**src/rtl/stopwatch_ctrl.sv**
```systemverilog
// -----------------------------------------------------------------------------
// stopwatch_ctrl
//
// Control stage of a stopwatch. It takes the debounced start and lap button
// levels, turns each into a single-cycle press pulse, and runs a four-state
// run/pause/lap machine. While running, a prescaler divides the system clock
// down to a one-second tick that advances an MM:SS BCD count. A lap latch
// can freeze a copy of the count for display while counting continues.
//
// Parameters
//   TICK_DIV   clk cycles per one-second count tick (>= 2)
//   CNT_W      prescaler width, 2**CNT_W >= TICK_DIV
//
// Ports
//   clk          in   system clock, all state on posedge
//   rst_n        in   asynchronous active-low reset
//   start_db     in   debounced start button level, 1 = pressed
//   lap_db       in   debounced lap button level, 1 = pressed
//   disp_bcd     out  {min_tens,min_ones,sec_tens,sec_ones}, live or lap-frozen
//   running      out  1 in RUN or LAP
//   lap_active   out  1 in LAP (display frozen)
//   state        out  IDLE=0, RUN=1, PAUSE=2, LAP=3
// -----------------------------------------------------------------------------
module stopwatch_ctrl #(
    parameter int TICK_DIV = 50_000_000,
    parameter int CNT_W    = 26
) (
    input  logic        clk,
    input  logic        rst_n,
    input  logic        start_db,
    input  logic        lap_db,
    output logic [15:0] disp_bcd,
    output logic        running,
    output logic        lap_active,
    output logic [1:0]  state
);

    localparam logic [1:0] ST_IDLE  = 2'd0;
    localparam logic [1:0] ST_RUN   = 2'd1;
    localparam logic [1:0] ST_PAUSE = 2'd2;
    localparam logic [1:0] ST_LAP   = 2'd3;

    localparam logic [CNT_W-1:0] TICK_MAX = CNT_W'(TICK_DIV - 1);

    logic [1:0]       state_q,      state_d;
    logic             start_prev_q, start_prev_d;
    logic             lap_prev_q,   lap_prev_d;
    logic [CNT_W-1:0] presc_q,      presc_d;
    logic [15:0]      cnt_q,        cnt_d;
    logic [15:0]      lap_q,        lap_d;

    logic        start_p;
    logic        lap_p;
    logic        counting;
    logic        tick;
    logic        clear_cnt;
    logic [15:0] cnt_inc;

    // A press is the first cycle the level is seen high. The previous-level
    // flops reset to 1 so a button held through reset never produces a pulse.
    always_comb begin
        start_p      = start_db & ~start_prev_q;
        lap_p        = lap_db & ~lap_prev_q;
        start_prev_d = start_db;
        lap_prev_d   = lap_db;
    end

    // Run/pause/lap machine. Start wins when both buttons fire together.
    // The lap latch takes the count as it stands before this edge's tick,
    // i.e. the value on the display in the cycle the lap press was seen.
    always_comb begin
        state_d   = state_q;
        lap_d     = lap_q;
        clear_cnt = 1'b0;
        case (state_q)
            ST_IDLE: begin
                if (start_p) state_d = ST_RUN;
            end
            ST_RUN: begin
                if (start_p) begin
                    state_d = ST_PAUSE;
                end else if (lap_p) begin
                    state_d = ST_LAP;
                    lap_d   = cnt_q;
                end
            end
            ST_PAUSE: begin
                if (start_p) begin
                    state_d = ST_RUN;
                end else if (lap_p) begin
                    state_d   = ST_IDLE;
                    clear_cnt = 1'b1;
                end
            end
            ST_LAP: begin
                if (start_p)    state_d = ST_PAUSE;
                else if (lap_p) state_d = ST_RUN;
            end
            default: state_d = ST_IDLE;
        endcase
    end

    // Prescaler runs off the current state, so a tick still lands on the
    // same edge that leaves RUN/LAP for PAUSE. It holds in PAUSE so a
    // resumed run picks up the partial second where it left off.
    always_comb begin
        counting = (state_q == ST_RUN) || (state_q == ST_LAP);
        tick     = counting && (presc_q == TICK_MAX);
        if (clear_cnt || (state_q == ST_IDLE)) begin
            presc_d = '0;
        end else if (tick) begin
            presc_d = '0;
        end else if (counting) begin
            presc_d = presc_q + CNT_W'(1);
        end else begin
            presc_d = presc_q;
        end
    end

    // One-second BCD increment with ripple carry through the four digits.
    // 59:59 rolls over to 00:00.
    always_comb begin
        cnt_inc = cnt_q;
        if (cnt_q[3:0] != 4'd9) begin
            cnt_inc[3:0] = cnt_q[3:0] + 4'd1;
        end else begin
            cnt_inc[3:0] = 4'd0;
            if (cnt_q[7:4] != 4'd5) begin
                cnt_inc[7:4] = cnt_q[7:4] + 4'd1;
            end else begin
                cnt_inc[7:4] = 4'd0;
                if (cnt_q[11:8] != 4'd9) begin
                    cnt_inc[11:8] = cnt_q[11:8] + 4'd1;
                end else begin
                    cnt_inc[11:8] = 4'd0;
                    if (cnt_q[15:12] != 4'd5) begin
                        cnt_inc[15:12] = cnt_q[15:12] + 4'd1;
                    end else begin
                        cnt_inc[15:12] = 4'd0;
                    end
                end
            end
        end
    end

    // Count register: cleared when PAUSE falls back to IDLE, else advanced
    // on each tick.
    always_comb begin
        if (clear_cnt) begin
            cnt_d = '0;
        end else if (tick) begin
            cnt_d = cnt_inc;
        end else begin
            cnt_d = cnt_q;
        end
    end

    // All state flops.
    always_ff @(posedge clk or negedge rst_n) begin
        if (!rst_n) begin
            state_q      <= ST_IDLE;
            start_prev_q <= 1'b1;
            lap_prev_q   <= 1'b1;
            presc_q      <= '0;
            cnt_q        <= '0;
            lap_q        <= '0;
        end else begin
            state_q      <= state_d;
            start_prev_q <= start_prev_d;
            lap_prev_q   <= lap_prev_d;
            presc_q      <= presc_d;
            cnt_q        <= cnt_d;
            lap_q        <= lap_d;
        end
    end

    // Outputs decode registered state only; no button input reaches them.
    always_comb begin
        disp_bcd   = (state_q == ST_LAP) ? lap_q : cnt_q;
        running    = (state_q == ST_RUN) || (state_q == ST_LAP);
        lap_active = (state_q == ST_LAP);
        state      = state_q;
    end

endmodule
```
**config.mk**
```make
export PLATFORM = sky130hd
export DESIGN_NAME = stopwatch_ctrl
export DESIGN_NICKNAME = d
export VERILOG_FILES = /design/src/rtl/stopwatch_ctrl.sv
export SDC_FILE = /design/constraint.sdc
export NUM_CORES = 1
export LEC_CHECK = 0
export CAP_MARGIN = 10
export CORE_MARGIN = 4
export CORE_UTILIZATION = 60
export CTS_CLUSTER_DIAMETER = 50
export DETAILED_ROUTE_END_ITERATION = 16
export GPL_TIMING_DRIVEN = 0
export PLACE_DENSITY_LB_ADDON = 0.1
export SLEW_MARGIN = 0
export SYNTH_ARGS = -nofsm -noshare
export SYNTH_HDL_FRONTEND = slang
export SYNTH_SLANG_ARGS = --single-unit
```
**constraint.sdc**
```tcl
create_clock -name clk -period 3.8 [get_ports clk]
set_input_delay 1.14 -clock clk [delete_from_list [all_inputs] [get_ports clk]]
set_output_delay 1.14 -clock clk [all_outputs]
set_load 0.02 [all_outputs]
```
==> impl_results.md, run 1 <==
* Met1 global-route usage at 0.2875
* Clock insertion delay at the later pin of the skew report at around 350 ps
* Critical path class: register to output port
* Global routing met3 resource utilization at 0.05258
* Primary FF master, synth: sky130_fd_sc_hd__dfrtp_1
* Number of top-level design ports at 24
* Clock-pin slew on the worst setup and hold paths at ~70 ps
* Detailed-route vias per instance at around 6.2
* Worst slew slack as a fraction of its limit at 0.3942
* Netlist cell types at 53
* Power per cell area at 674.3 mW/mm2
* Total routing resource utilization after global routing at 0.2330
* Critical path endpoint category: output port
* Fin crit period at between 3000 and 4000 ps
* Total of flip-flops plus latches after synthesis at 62
* Die X at 83.05 um
* Busiest layer in global routing: met2
* Ys async rst share at 1.000
* Number of buffer cells added on primary ports at 23
* Worst Hold Margin at roughly 500 ps
* Via count of the first global-routing pass at 2803
* Area share of the largest cell type after synthesis at 0.4443
* First-pass GRT wire length at 13010 um
* Required arrival time at the worst endpoint at between 2000 and 3000 ps
* Post-CTS setup repair buffer count at 0
* Core area at 0.005473 mm2
* Total number of vias at roughly 2.8k
* Final RePlAce weighted congestion at about 0.86
* CTS Sinks at 62
* Clock tree from TritonCTS: built
* Arrival time reported for the critical path endpoint at about 2400 ps
* Count of inserted antenna diode cells at 0
* Detailed-route wire length per cell at between 15 and 20 um
* Leading cell types by total area after synthesis: sky130_fd_sc_hd__dfrtp_1 44%, sky130_fd_sc_hd__mux2_2 9.0%, sky130_fd_sc_hd__nand2_1 4.4%, sky130_fd_sc_hd__a31oi_1 3.9%, sky130_fd_sc_hd__ha_1 3.3%
* Layout Utilization at 0.7174
* Most common library cells after synthesis: 60 x sky130_fd_sc_hd__dfrtp_1, 40 x sky130_fd_sc_hd__nand2_1, 27 x sky130_fd_sc_hd__mux2_2, 22 x sky130_fd_sc_hd__o21ai_0, 21 x sky130_fd_sc_hd__a31oi_1
* Crit Path Max Fanout at 14
* Post-route fraction of the period consumed by the critical path at 0.9277
* Antenna violations before repair at 0
* Antenna violation net count after detailed routing at 0
* Dpl hpwl at around 5200 um
* Leakage power at approximately 1.7 nW
* Synthesized area divided by synthesized cell count at slightly below 10 um2
* Max-cap check violation count at 0
* CTS H-Tree Depth at 3
* Kind of start point of the critical path: register
* Starting density of the core at 0.6175
* EDFF count, synth at 0
* Fin. Hold Viols at 0
* Number of standard-cell rows in the floorplan at 27
* Count leader, synth: sky130_fd_sc_hd__dfrtp_1
* Highest ir drop seen on vdd at 0.0004281 V
* Count of hold buffers inserted by post-cts repair at 0
* Die height at just over 80 um
* Number of detailed-routing iterations run before antenna repair at 5
* Cell taking the most area after synthesis: sky130_fd_sc_hd__dfrtp_1
* Total gr overflow at 0
* Buffer depth of the longest clock path at 2
* Largest net degree at the start of global routing at 33
* Number of instances in the synthesized netlist at between 300 and 400
* Syn. warnings at 0
* Worst clock skew at around 8.4 ps
* Final setup fails at 0
* Die area at 0.006897 mm2
* Placed Cells at approximately 440
* Nets in the synthesized netlist at ~360
* Final total power at approximately 2.6 mW
* Final Max Slew Viols at 0
* Max Fclk at ~0.28 GHz
* Post-layout instance count excluding filler cells at 457
* Transition time of the tightest slew-check pin at approximately 900 ps
* Number of buffers created by CTS at 9
* Proportion of synthesized chip area in sequential cells at 0.4598
* Unrepaired setup endpoints after global routing: no
* Area of the mapped netlist at 0.003379 mm2
* Outcome: completed
* Master cell of the clock root buffer: sky130_fd_sc_hd__clkbuf_8
* Area grow syn2layout at 16.18%
* DRT iter0 DRCs at between 150 and 200
* Path class of the lowest-slack min-delay path: register to register
* Ratio of cells with drive above 1 in the final layout at 0.1558
* NumNets Final at ~400
* Residual DRC at 0
* Global routing usage on met2 at 0.3848
* Wire length reported by the detailed router at around 7500 um
power by group:
part / internal (mW) / switching (mW)
registers: 0.841 / 0.202
logic: 0.432 / 0.536
clock network: 0.368 / 0.269
registers in the layout (all words and copies together) (netlist names):
name,flops
presc_q,26
cnt_q,16
lap_prev_q,1
lap_q,16
state,2
start_prev_q,1
through the flow:
| step | cell area [um2] | setup WS (ps) | setup TNS, ps |
|---|---|---|---|
| global route | 3926 | 18.63 | 0 |
| floorplan | 3379 | 1018 | 0 |
| detailed placement | 3715 | 243.4 | 0 |
| finish | 3926 | 274.9 | 0 |
| global placement | 3700 | -401.6 | -23960 |
| CTS | 3930 | 60.72 | 0 |
final timing paths:
path / endpoint / cells after the start / slack [ps] / start
setup / recovery: disp_bcd[13] / 6 / 270 / state[0]$_DFFE_PN0P_
hold / removal: lap_q[1]$_DFFE_PN0P_ / 2 / 490 / lap_q[1]$_DFFE_PN0P_
setup reg to reg: cnt_q[12]$_DFFE_PN0P_ / 6 / 1040 / state[0]$_DFFE_PN0P_
hold reg to reg: lap_q[1]$_DFFE_PN0P_ / 2 / 490 / lap_q[1]$_DFFE_PN0P_
max in group asynchronous: start_prev_q$_DFF_PN1_ / 2 / 2280 / rst_n
min in group asynchronous: lap_q[4]$_DFFE_PN0P_ / 1 / 840 / rst_n
critical path, stage by stage (launching register included):
cell and delay, ps:
sky130_fd_sc_hd__dfrtp_1 630, sky130_fd_sc_hd__nand2_1 180, sky130_fd_sc_hd__inv_1 110, sky130_fd_sc_hd__clkbuf_1 320
sky130_fd_sc_hd__nand2_1 90, sky130_fd_sc_hd__o21ai_0 80, sky130_fd_sc_hd__clkdlybuf4s50_1 620
logic make-up (layout without fill, tap and decap cells):
| group | after synthesis | after routing | synth area share |
|---|---|---|---|
| compound gates | 89 | 89 | 0.1674 |
| xor+xnor | 2 | 2 | 0.005184 |
| fa+ha+maj | 9 | 9 | 0.03332 |
| buf+inv | 26 | 65 | 0.02962 |
| flops | 62 | 62 | 0.4598 |
| mux | 31 | 31 | 0.1018 |
| simple gates | 127 | 127 | 0.2029 |
routing by layer:
| metal | vias up | share of wire |
|---|---|---|
| met2 | 103 | 0.50 |
| met1 | 1367 | 0.42 |
| li1 | 1345 | - |
| met4 | 0 | 0.031 |
| met3 | 19 | 0.046 |
| met5 | - | 0 |
placed cells by master (no fill, tap or decap), types with 3 or more instances in the layout:
| cell type | n |
|---|---|
| sky130_fd_sc_hd__inv_1 | 10 |
| sky130_fd_sc_hd__or3_1 | 4 |
| sky130_fd_sc_hd__clkbuf_8 | 9 |
| sky130_fd_sc_hd__ha_1 | 9 |
| sky130_fd_sc_hd__mux2_2 | 27 |
| sky130_fd_sc_hd__nor3_1 | 7 |
| sky130_fd_sc_hd__nand2_1 | 40 |
| sky130_fd_sc_hd__a41oi_1 | 3 |
| sky130_fd_sc_hd__dfrtp_1 | 60 |
| sky130_fd_sc_hd__a21o_1 | 4 |
| sky130_fd_sc_hd__o31ai_1 | 3 |
| sky130_fd_sc_hd__or2_2 | 3 |
| sky130_fd_sc_hd__and3_1 | 6 |
| sky130_fd_sc_hd__a31oi_1 | 21 |
| sky130_fd_sc_hd__nand2b_1 | 7 |
| sky130_fd_sc_hd__nand3b_1 | 4 |
| sky130_fd_sc_hd__nor2_1 | 15 |
| sky130_fd_sc_hd__a21oi_1 | 17 |
| sky130_fd_sc_hd__nand4_1 | 8 |
| sky130_fd_sc_hd__nor4_1 | 4 |
| sky130_fd_sc_hd__buf_2 | 3 |
| sky130_fd_sc_hd__nor2b_1 | 4 |
| sky130_fd_sc_hd__o21ai_0 | 22 |
| sky130_fd_sc_hd__clkdlybuf4s50_1 | 22 |
| sky130_fd_sc_hd__mux2i_1 | 4 |
| sky130_fd_sc_hd__clkbuf_1 | 11 |
| sky130_fd_sc_hd__nand3_1 | 12 |
repair_timing:
| action | CTS | global route |
|---|---|---|
| pin swaps | 0 | 0 |
| gates resized for setup | 1 | 0 |
| cloned | 0 | 0 |
| endpoints found under the setup margin | 10 | 15 |
area by class of cell:
type | count | area, um2
Inverter | 10 | 37.54
Buffer | 15 | 60.06
Tap cell | 72 | 90.09
Clock buffer | 10 | 127.6
Sequential cell | 62 | 1554
Timing Repair Buffer | 24 | 245.2
Clock inverter | 6 | 86.33
Fill cell | 397 | 1546
Multi-Input combinational cell | 258 | 1725
Note: power is estimated with default switching activity, not from simulation.
==> run 2: changes to the inputs <==
--- a/config.mk
+++ b/config.mk
@@ -11,6 +11,7 @@
 export CTS_CLUSTER_DIAMETER = 50
 export DETAILED_ROUTE_END_ITERATION = 16
 export GPL_TIMING_DRIVEN = 0
+export HOLD_SLACK_MARGIN = 0.02
 export PLACE_DENSITY_LB_ADDON = 0.1
 export SLEW_MARGIN = 0
 export SYNTH_ARGS = -nofsm -noshare
==> results of run 2 <==
No change in the layout: final DEF, timing and power equal those of run 1.
==> run 3: changes to the inputs <==
--- a/config.mk
+++ b/config.mk
@@ -6,8 +6,8 @@
 export NUM_CORES = 1
 export LEC_CHECK = 0
 export CAP_MARGIN = 10
-export CORE_MARGIN = 4
 export CORE_UTILIZATION = 60
+export CTS_BUF_LIST = sky130_fd_sc_hd__clkbuf_2 sky130_fd_sc_hd__clkbuf_4 sky130_fd_sc_hd__clkbuf_8
 export CTS_CLUSTER_DIAMETER = 50
 export DETAILED_ROUTE_END_ITERATION = 16
 export GPL_TIMING_DRIVEN = 0
==> run 3 against run 2 <==
Compared with the run above: critical path depth is 2 lower; register-to-register slack hardly changed; die area is 14% lower; sequential share of layout area is 0.12 points lower; flip-flop and latch count stayed put; global-route usage is 4.4 points higher; highest routed layer unchanged.
==> impl_results.md, run 3 (same netlist as run 1, synthesis figures left out) <==
* Outcome: completed
* Clock insertion delay at the later pin of the skew report at roughly 330 ps
* Largest regs: presc_q (26), cnt_q (16), lap_q (16)
* Die X at between 70 and 80 um
* Antenna violations before repair at 0
* Commonest cells after routing, fill and taps aside: 59 x sky130_fd_sc_hd__dfrtp_1, 40 x sky130_fd_sc_hd__nand2_1, 27 x sky130_fd_sc_hd__mux2_2
* Number of buffers created by CTS at 9
* Crit Path Max Fanout at 14
* Area occupied by registers at roughly 0.0016 mm2
* DP Worst Slack at about 280 ps
* CTS H-Tree Depth at 3
* Number of top-level design ports at 24
* Path class of the lowest-slack min-delay path: register to register
* Clock-pin slew on the worst setup and hold paths at 70 ps
* Fin crit period at roughly 3400 ps
* Via count of the first global-routing pass at ~2.6k
* Largest net degree at the start of global routing at 25
* Arrival time reported for the critical path endpoint at around 2300 ps
* Worst clock skew at roughly 5.8 ps
* Total gr overflow at 0
* Area grow syn2layout at 16.62%
* Area occupied by multi-input gates at about 0.0017 mm2
* Leakage power at 1.692 nW
* Max Fclk at 0.2939 GHz
* Number of buffer cells added on primary ports at 23
* Dpl hpwl at approximately 5300 um
* Kind of start point of the critical path: register
* Cell type of the slowest stage on the worst timing path: sky130_fd_sc_hd__clkdlybuf4s50_1
* Final RePlAce weighted congestion at around 0.86
* Core area at around 0.0053 mm2
* Number of inserted filler cells in the final layout at around 380
* Count of inserted antenna diode cells at 0
* Critical path class: register to output port
* Max-cap check violation count at 0
* Total number of vias at approximately 2.9k
* Highest ir drop seen on vdd at between 0.0004 and 0.0005 V
* Power per cell area at approximately 660 mW/mm2
* Post-CTS setup repair buffer count at 0
* NumNets Final at between 300 and 400
* Fin. Hold Viols at 0
* Total routing resource utilization after global routing at 0.2772
* Starting density of the core at 0.6413
* Worst slew slack as a fraction of its limit at 0.2541
* Critical Path, Cell by Cell: nand2_1 > clkbuf_2 > mux2_2 > clkdlybuf4s50_1
* Number of standard-cell rows in the floorplan at 26
* Post-route fraction of the period consumed by the critical path at 0.8955
* Detailed-route vias per instance at about 6.3
* DRT iter0 DRCs at between 150 and 200
* Die height at between 70 and 80 um
* Antenna violation net count after detailed routing at 0
* Master cell of the clock root buffer: sky130_fd_sc_hd__clkbuf_8
* First-pass GRT wire length at around 13000 um
* Required arrival time at the worst endpoint at roughly 2700 ps
* Final setup fails at 0
* Number of detailed-routing iterations run before antenna repair at 5
* Number of flip-flops under the largest register name at 26
* Detailed-route wire length per cell at around 16 um
* Ratio of cells with drive above 1 in the final layout at 0.1632
* Buffer depth of the longest clock path at 2
* CTS Sinks at 62
* Critical path endpoint category: output port
* Unrepaired setup endpoints after global routing: no
* Die area at 0.005937 mm2
* Fin worst setup slack at around 400 ps
* Most common cell after layout, fill and taps aside: sky130_fd_sc_hd__dfrtp_1
* Post-Route Setup TNS at 0 ps
* Worst Hold Margin at between 400 and 500 ps
* Transition time of the tightest slew-check pin at 1109 ps
* Worst stage delay on the critical path at 550 ps
* Final total power at about 2.6 mW
* Clock tree from TritonCTS: built
* Final Max Slew Viols at 0
* Residual DRC at 0
* Wire length reported by the detailed router at approximately 7500 um
* Largest register by flop count: presc_q
## run 3: cell count changes in the layout (fill, tap and decap cells not counted), sizes merged
| cell | change |
|---|---|
| clkbuf | +6 |
| clkinv | -3 |
| bufinv | -2 |
| buf | +1 |
| clkinvlp | -1 |
## run 3: metal layers
| layer | wire (um) | track usage |
|---|---|---|
| met2 | 3498 | 0.4348 |
| met3 | 501 | 0.03333 |
| met4 | 103 | 0.1094 |
| met5 | 0 | 0 |
| met1 | 3417 | 0.3932 |
## run 3: layout make-up
type	count	share of cell area
Tap cell	70	0.02222
Timing Repair Buffer	25	0.07111
Multi-Input combinational cell	258	0.4378
Sequential cell	62	0.3946
Buffer	15	0.01524
Inverter	10	0.009524
Clock buffer	16	0.04952
## run 3: worst paths after layout
kind	startpoint	endpoint	slack [ps]	cells after the start
setup / recovery	state[0]$_DFFE_PN0P_	disp_bcd[11]	400	4
hold / removal	lap_q[9]$_DFFE_PN0P_	lap_q[9]$_DFFE_PN0P_	480	2
setup reg to reg	presc_q[0]$_DFFE_PN0P_	presc_q[3]$_DFFE_PN0P_	1030	7
hold reg to reg	lap_q[9]$_DFFE_PN0P_	lap_q[9]$_DFFE_PN0P_	480	2
max in group asynchronous	rst_n	lap_prev_q$_DFF_PN1_	2320	3
min in group asynchronous	rst_n	lap_q[9]$_DFFE_PN0P_	750	1
## run 3: worst max-delay path, delay by kind of cell, from the launching register on
kind | cells | cell delay, ps
AND/OR/NAND/NOR | 1 | 160
flip-flops | 1 | 500
multiplexers | 1 | 390
buffers and inverters | 2 | 870
## run 3: what timing repair did
action,in CTS,in global routing
gates resized for setup,1,1
endpoints found under the hold margin,0,0
hold buffers,0,0
endpoints found under the setup margin,10,6
## run 3: power by group
group / internal, mW / switching [mW]
Clock: 0.321 / 0.241
Combinational: 0.437 / 0.542
Sequential: 0.843 / 0.203
## run 3: through the flow
stage / area, um2 / utilization / instances
global placement: 3697 / 0.7016 / 439
CTS: 3944 / 0.7483 / 457
finish: 3941 / 0.7479 / 456
floorplan: 3379 / - / 346
global route: 3941 / 0.7479 / 456
detailed placement: 3747 / 0.7111 / 441
